--- src/rtl/mem_port_arbiter.sv ---
// Single-port memory arbiter: fetch vs load/store.
// Data has priority, bounded by a streak limit.
module mem_port_arbiter #(
  parameter int AW              = 32,
  parameter int DW              = 32,
  parameter int WAIT_CYCLES     = 1,
  parameter int MAX_DATA_STREAK = 4
) (
  input  logic          clk,
  input  logic          Rst,
  input  logic          if_req,
  input  logic [AW-1:0] if_addr,
  output logic          if_ack,
  output logic [DW-1:0] if_rdata,
  input  logic          d_req,
  input  logic          d_we,
  input  logic [AW-1:0] d_addr,
  input  logic [DW-1:0] d_wdata,
  output logic          d_ack,
  output logic [DW-1:0] d_rdata,
  output logic          mem_en,
  output logic          mem_we,
  output logic [AW-1:0] mem_addr,
  output logic [DW-1:0] mem_wdata,
  input  logic [DW-1:0] mem_rdata,
  output logic          busy,
  output logic          owner_d
);

  localparam int CW = (WAIT_CYCLES > 1) ?
                      $clog2(WAIT_CYCLES) : 1;
  localparam int SW = $clog2(MAX_DATA_STREAK + 1);

  localparam logic [1:0] S_IDLE   = 2'd0;
  localparam logic [1:0] S_ACCESS = 2'd1;
  localparam logic [1:0] S_DONE   = 2'd2;

  localparam logic [CW-1:0] CNT_INIT =
    CW'(WAIT_CYCLES - 1);
  localparam logic [SW-1:0] STREAK_MAX =
    SW'(MAX_DATA_STREAK);

  logic [1:0]    state_q, state_d;
  logic [CW-1:0] cnt_q, cnt_d;
  logic [SW-1:0] streak_q, streak_d;
  logic          own_q, own_d;
  logic          we_q, we_d;
  logic [AW-1:0] addr_q, addr_d;
  logic [DW-1:0] wdata_q, wdata_d;
  logic [DW-1:0] if_rdata_q, if_rdata_d;
  logic [DW-1:0] d_rdata_q, d_rdata_d;
  logic          grant_data;

  // Data wins unless a fetch is waiting and the streak is used up
  assign grant_data = d_req &&
                      (!if_req || (streak_q != STREAK_MAX));

  // Next-state, grant latching and read-data capture
  always_comb begin
    state_d    = state_q;
    cnt_d      = cnt_q;
    streak_d   = streak_q;
    own_d      = own_q;
    we_d       = we_q;
    addr_d     = addr_q;
    wdata_d    = wdata_q;
    if_rdata_d = if_rdata_q;
    d_rdata_d  = d_rdata_q;
    unique case (state_q)
      S_IDLE: begin
        if (d_req || if_req) begin
          state_d = S_ACCESS;
          cnt_d   = CNT_INIT;
          own_d   = grant_data;
          if (grant_data) begin
            addr_d  = d_addr;
            we_d    = d_we;
            wdata_d = d_wdata;
            if (streak_q != STREAK_MAX)
              streak_d = streak_q + SW'(1);
          end else begin
            addr_d   = if_addr;
            we_d     = 1'b0;
            streak_d = '0;
          end
        end
      end
      S_ACCESS: begin
        if (cnt_q == '0) begin
          state_d = S_DONE;
          if (!own_q)
            if_rdata_d = mem_rdata;
          else if (!we_q)
            d_rdata_d = mem_rdata;
        end else begin
          cnt_d = cnt_q - CW'(1);
        end
      end
      S_DONE: begin
        state_d = S_IDLE;
      end
      default: begin
        state_d = S_IDLE;
      end
    endcase
  end

  // State registers with synchronous active-low reset
  always_ff @(posedge clk) begin
    if (!Rst) begin
      state_q    <= S_IDLE;
      cnt_q      <= '0;
      streak_q   <= '0;
      own_q      <= 1'b0;
      we_q       <= 1'b0;
      addr_q     <= '0;
      wdata_q    <= '0;
      if_rdata_q <= '0;
      d_rdata_q  <= '0;
    end else begin
      state_q    <= state_d;
      cnt_q      <= cnt_d;
      streak_q   <= streak_d;
      own_q      <= own_d;
      we_q       <= we_d;
      addr_q     <= addr_d;
      wdata_q    <= wdata_d;
      if_rdata_q <= if_rdata_d;
      d_rdata_q  <= d_rdata_d;
    end
  end

  assign mem_en    = (state_q == S_ACCESS);
  assign mem_we    = mem_en && own_q && we_q;
  assign mem_addr  = addr_q;
  assign mem_wdata = wdata_q;
  assign if_ack    = (state_q == S_DONE) && !own_q;
  assign d_ack     = (state_q == S_DONE) && own_q;
  assign if_rdata  = if_rdata_q;
  assign d_rdata   = d_rdata_q;
  assign busy      = (state_q != S_IDLE);
  assign owner_d   = own_q;

endmodule

--- config.mk ---
export PLATFORM = sky130hd
export DESIGN_NAME = mem_port_arbiter
export DESIGN_NICKNAME = d
export VERILOG_FILES = /design/src/rtl/mem_port_arbiter.sv
export SDC_FILE = /design/constraint.sdc
export NUM_CORES = 1
export LEC_CHECK = 0
export ABC_AREA = 1
export CAP_MARGIN = 5
export CORE_ASPECT_RATIO = 2
export CORE_MARGIN = 4
export CORE_UTILIZATION = 38
export CTS_BUF_LIST = sky130_fd_sc_hd__clkbuf_8 sky130_fd_sc_hd__clkbuf_16
export CTS_CLUSTER_SIZE = 16
export DETAILED_ROUTE_END_ITERATION = 8
export GPL_TIMING_DRIVEN = 1
export PLACE_DENSITY = 0.9
export SKIP_LAST_GASP = 1
export SYNTH_ARGS = -nofsm -noshare
export SYNTH_HDL_FRONTEND = slang
export SYNTH_SLANG_ARGS = --single-unit
--- constraint.sdc ---
create_clock -name clk -period 1.4 [get_ports clk]
set_clock_uncertainty 0.1 [all_clocks]
set_input_delay 0.14 -clock clk [delete_from_list [all_inputs] [get_ports clk]]
set_output_delay 0.14 -clock clk [all_outputs]
set_load 0.02 [all_outputs]
Word-level counts from Yosys, hierarchy flattened
Index checks and enable logic that the tools add are counted.

Register bits after elaboration: 136. Word-level logic and storage cells: 49.

Reductions and logical operators: 19. Bitwise operators: 3. Equality and inequality tests: 6. $add $sub $neg: 2. Muxes and demuxes: 10.

Operator list (number): 2-to-1 mux 32 bit (1); AND reduction 3 bit (3); 2-to-1 mux 3 bit (2); AND reduction 2 bit (3); logical AND 1 bit (5); 2-to-1 mux 2 bit (2); inequality test 2 bit (second input constant) (2); one-hot mux 2 bit (2 select lines) (1); AND reduction 4 bit (1); nonzero test 2 bit (2); adder 3 x 1 -> 3 bit (second input constant) (1); 2-to-1 mux 1 bit (3); inequality test 3 bit (second input constant) (1); inverter 1 bit (3); == test 2 x 1 -> 1 bit (second input constant) (1); == test 2 bit (second input constant) (1); logical NOT 1 bit (2); logical NOT 2 bit (1); logical OR 1 bit (2); inequality test 2 x 1 -> 1 bit (second input constant) (1); one-hot mux 1 bit (2 select lines) (1); subtractor 1 bit (second input constant) (1).

Logic depth before layout (Yosys ltp)
Word-level depth: 5. Depth in mapped cells: 10.

Least setup slack after synthesis
No wires, ideal clock.

Path kind: register to output. Start point: reg own_q (netlist: owner_d). End point: out d_ack. Buffers on the path: 1. Arrival: 1345 ps. Cell stages (with the launch flop): 4. Path slack: -185 ps. Cell sequence: dfxtp_1 -> inv_2 -> clkbuf_1 -> nor3_1.

Cells in the longest elaborated chain, start to end: 1.

RTL lines: start, declared (RTL line 46) `logic own_q, own_d;`; start signal, assigned (RTL line 124) `own_q <= own_d;`; logical AND 1 bit (RTL line 138) `assign d_ack = (state_q == S_DONE) && own_q;`; end, declared (RTL line 19) `output logic d_ack,`.

Every way passes these cells.

Worst setup path in the final report
Start point: reg state_q[0]. End point: reg addr_q[2] (netlist: mem_addr[2]).

Cells in the longest elaborated chain, start to end: 2.

RTL lines: start, declared (RTL line 43) `logic [1:0] state_q, state_d;`; start signal, assigned (RTL line 121) `state_q <= state_d;`; logical NOT 2 bit (RTL line 69) `unique case (state_q)`; AND reduction 2 bit (no line); end signal, assigned (RTL line 126) `addr_q <= addr_d;`; end, declared (RTL line 48) `logic [AW-1:0] addr_q, addr_d;`.

Every way passes these cells. A chain may end at the register's enable or synchronous reset.

==> results.cfg <==
[outcome]
status = complete, but fails checks
failed_checks = negative setup slack

[sta]
setup_ws_ps = -268
fin_crit_sh_pct = 119
rsz0062_at_grt = yes
slew_viol_final = 0
setup_viol = 144
hold_viol = 0
max_freq_mhz = 599
worst_pin_slew_ps = 359
slew_headroom_pct = 76.0
fin_setup_tns_ps = -19220
period_minus_slack_ps = 1670

[placed_design]
gp_congestion = 0.869
port_buffers = 266
placed_cells = 1294
dpl.hpwl_um = 14100

[detailed_routing]
routed_wl_um = 26300
viasPerCell = 5.16
drc_errors = 0
drtAntennaViolNets = 0
drt_iter0_markers = 319
vias = 7141
drt-wirelength-per-cell_um = 19.0
dr.pass1.iters = 5

[global_route]
grt_max_degree = 59
grt_util_all_layers_pct = 26.6
grt_overflow_total = 0
grt_pass1_wl_um = 35100
antenna_found_initial = 2
grt_pass1_vias = 6862

[setup_path]
crit_type = flip-flop to flip-flop
crit_chain = buf_6 > inv_6 > nand2_4 > buf_12 > nor2_8 > buf_12 > buf_12 > o21ai_0 > a21oi_1
slowest_stage = dfxtp_2
path_max_fanout = 7
cp_top_family = buffers and inverters
crit_required_ps = 1630
startpoint_type = flip-flop
worst-path-buf-inv = 5
critPathLaunch = state_q[0]
cp.arrival_ps = 1900
r2r-start = state_q[0]
cpMostUsedCell = buf_12
end_kind = flip-flop
cpPeakStageDelay_ps = 320

[cells_and_area]
multiInputGateArea_mm2 = 0.00307
area.sequential_mm2 = 0.00271
nFillCells = 872
syn2layout_area_growth_pct = 95.6
layout.nets = 1308
drive_gt1_share_pct = 28.7
instances_no_fill = 1383

[logic_synthesis]
synth.top_cell.area_share_pct = 46.8
synthAdderAreaFrac_pct = 0.433
synthSimpleGateAreaFrac_pct = 27.6
synth_top_family_by_area = simple AND/OR/NAND/NOR gates
synthDistinctLibCells = 24
ys_seq_area_share_pct = 46.8
synth-xor-area-share_pct = 0
synth_compound_area_share_pct = 11.5
ys_top_cells_by_area = dfxtp_1 47%, nand2_1 13%, inv_1 8.8%, nor2_1 6.6%, a21oi_1 5.9%
syn_area_mm2 = 0.00577
synth_seq_cells = 135
yosys.area.top_type = dfxtp_1
syn_inst = 848
synth_nets = 983
muxShareOfSynthArea_pct = 0
synth_warnings = 0
syn_area_per_cell_um2 = 6.81

[cts]
insertion_delay_ps = 420
htree_levels = 4
clkTransAtPathRegs_ps = 60
clock_tree.buffer_depth = 2
cts_buffers = 17
clock-sinks = 135
hold_buffers = 0
clock-root-buffer = clkbuf_16
cts_tree = done

[floorplan]
initial_core_util_pct = 38.8
core_mm2 = 0.0149
die_w_um = 95.2
dieArea_mm2 = 0.0174
io_pins = 267
std_cell_rows = 63
die_y_um = 182

[pwr]
p_leak_nw = 5.46
ir_drop_mv = 0.977
power.total_mw = 12.8
powerDensity_mw_per_mm2 = 1130

[worst_hold_path]
hold_start = Rst
hold_class = primary input to flip-flop

[job]
maxCapViolations = 0
-- power by group --
group,total (mW),internal [mW],switching (mW)
Combinational,3.61,1.73,1.88
Sequential,4.33,4.14,0.187
Clock,4.87,3.12,1.75
-- per-layer routing --
metal / routed length [um] / up-vias / part of all wire (%) / GRT usage [%]
met2: 13900 / 405 / 53 / 46.8
met4: 2260 / 0 / 8.6 / 20.4
met3: 1590 / 159 / 6.1 / 6.39
li1: - / 3263 / - / -
met1: 8470 / 3314 / 32 / 25.6
met5: 0 / - / 0 / 0
-- through the flow --
stage	utilization [%]	cell area (um2)	setup slack, ps	hold slack, ps
after floorplan	-	5820	-23.3	185
final	75.8	11300	-268	148
after global placement	59.5	8860	-213	347
after global routing	75.8	11300	-339	163
after detailed placement	59.5	8860	-248	351
after CTS	69.8	10400	-253	107
-- synthesized netlist by cell type (all sizes together) --
| master | count |
|---|---|
| nor3 | 3 |
| ha | 2 |
| nor2 | 105 |
| clkinv | 1 |
| a21oi | 68 |
| clkbuf | 25 |
| nand2 | 207 |
| o21ai | 65 |
| dfxtp | 135 |
| nand4 | 1 |
| nand3 | 69 |
| buf | 27 |
| inv | 140 |
-- area by class of cell --
| type | instances | share of cell area (%) |
|---|---|---|
| tap | 195 | 2.16 |
| clock inverter | 12 | 1.53 |
| antenna | 2 | 0.0443 |
| clock buffer | 20 | 4.13 |
| multi-input combinational | 520 | 27.2 |
| sequential | 135 | 24.0 |
| timing repair buffer | 358 | 36.0 |
| inverter | 141 | 4.91 |
-- repair_timing --
| item | 4_1_cts | 5_1_grt |
|---|---|---|
| setup buffers | 26 | 8 |
| gates cloned | 21 | 9 |
| resized for setup | 238 | 295 |
| setup endpoints to repair | 256 | 158 |
| pin swaps | 19 | 74 |
-- state kept, by name, indices dropped and copies added, names as in the netlist --
| name | count |
|---|---|
| d_rdata | 32 |
| if_rdata | 32 |
| mem_addr | 32 |
| mem_wdata | 32 |
| streak_q | 3 |
| state_q | 2 |
| owner_d | 1 |
| we_q | 1 |
-- cells in the final DEF, fill, tap and decap left out, types with 28 or more instances in the layout --
cell type	netlist	routed
nand2_1	203	132
nor2_1	101	77
nand2_2	3	44
o21ai_2	0	31
nand2_4	1	28
a21oi_1	68	43
dlygate4sd2_1	0	110
inv_1	135	111
dfxtp_1	135	130
nand3_1	67	63
clkdlybuf4s50_1	0	131
-- cell families (layout without fill, tap and decap cells) --
kind of cell,count (synthesis),count (layout)
fa+ha+maj,2,2
other cells,0,2
flops,135,135
buf+inv,193,531
simple gates,385,385
compound gates,133,133
-- tightest hold or removal path, stage by stage --
cell and delay [ps]:
buf_2 150, clkinv_1 70, buf_4 220, a21oi_2 40
-- worst paths after layout --
check	cells after the start	slack (ps)	to
max reg2reg	9	-270	mem_addr[2]
max	9	-270	mem_addr[2]
min reg2reg	2	360	if_rdata[5]
min	4	150	owner_d
(Power assumes the default switching activity.)
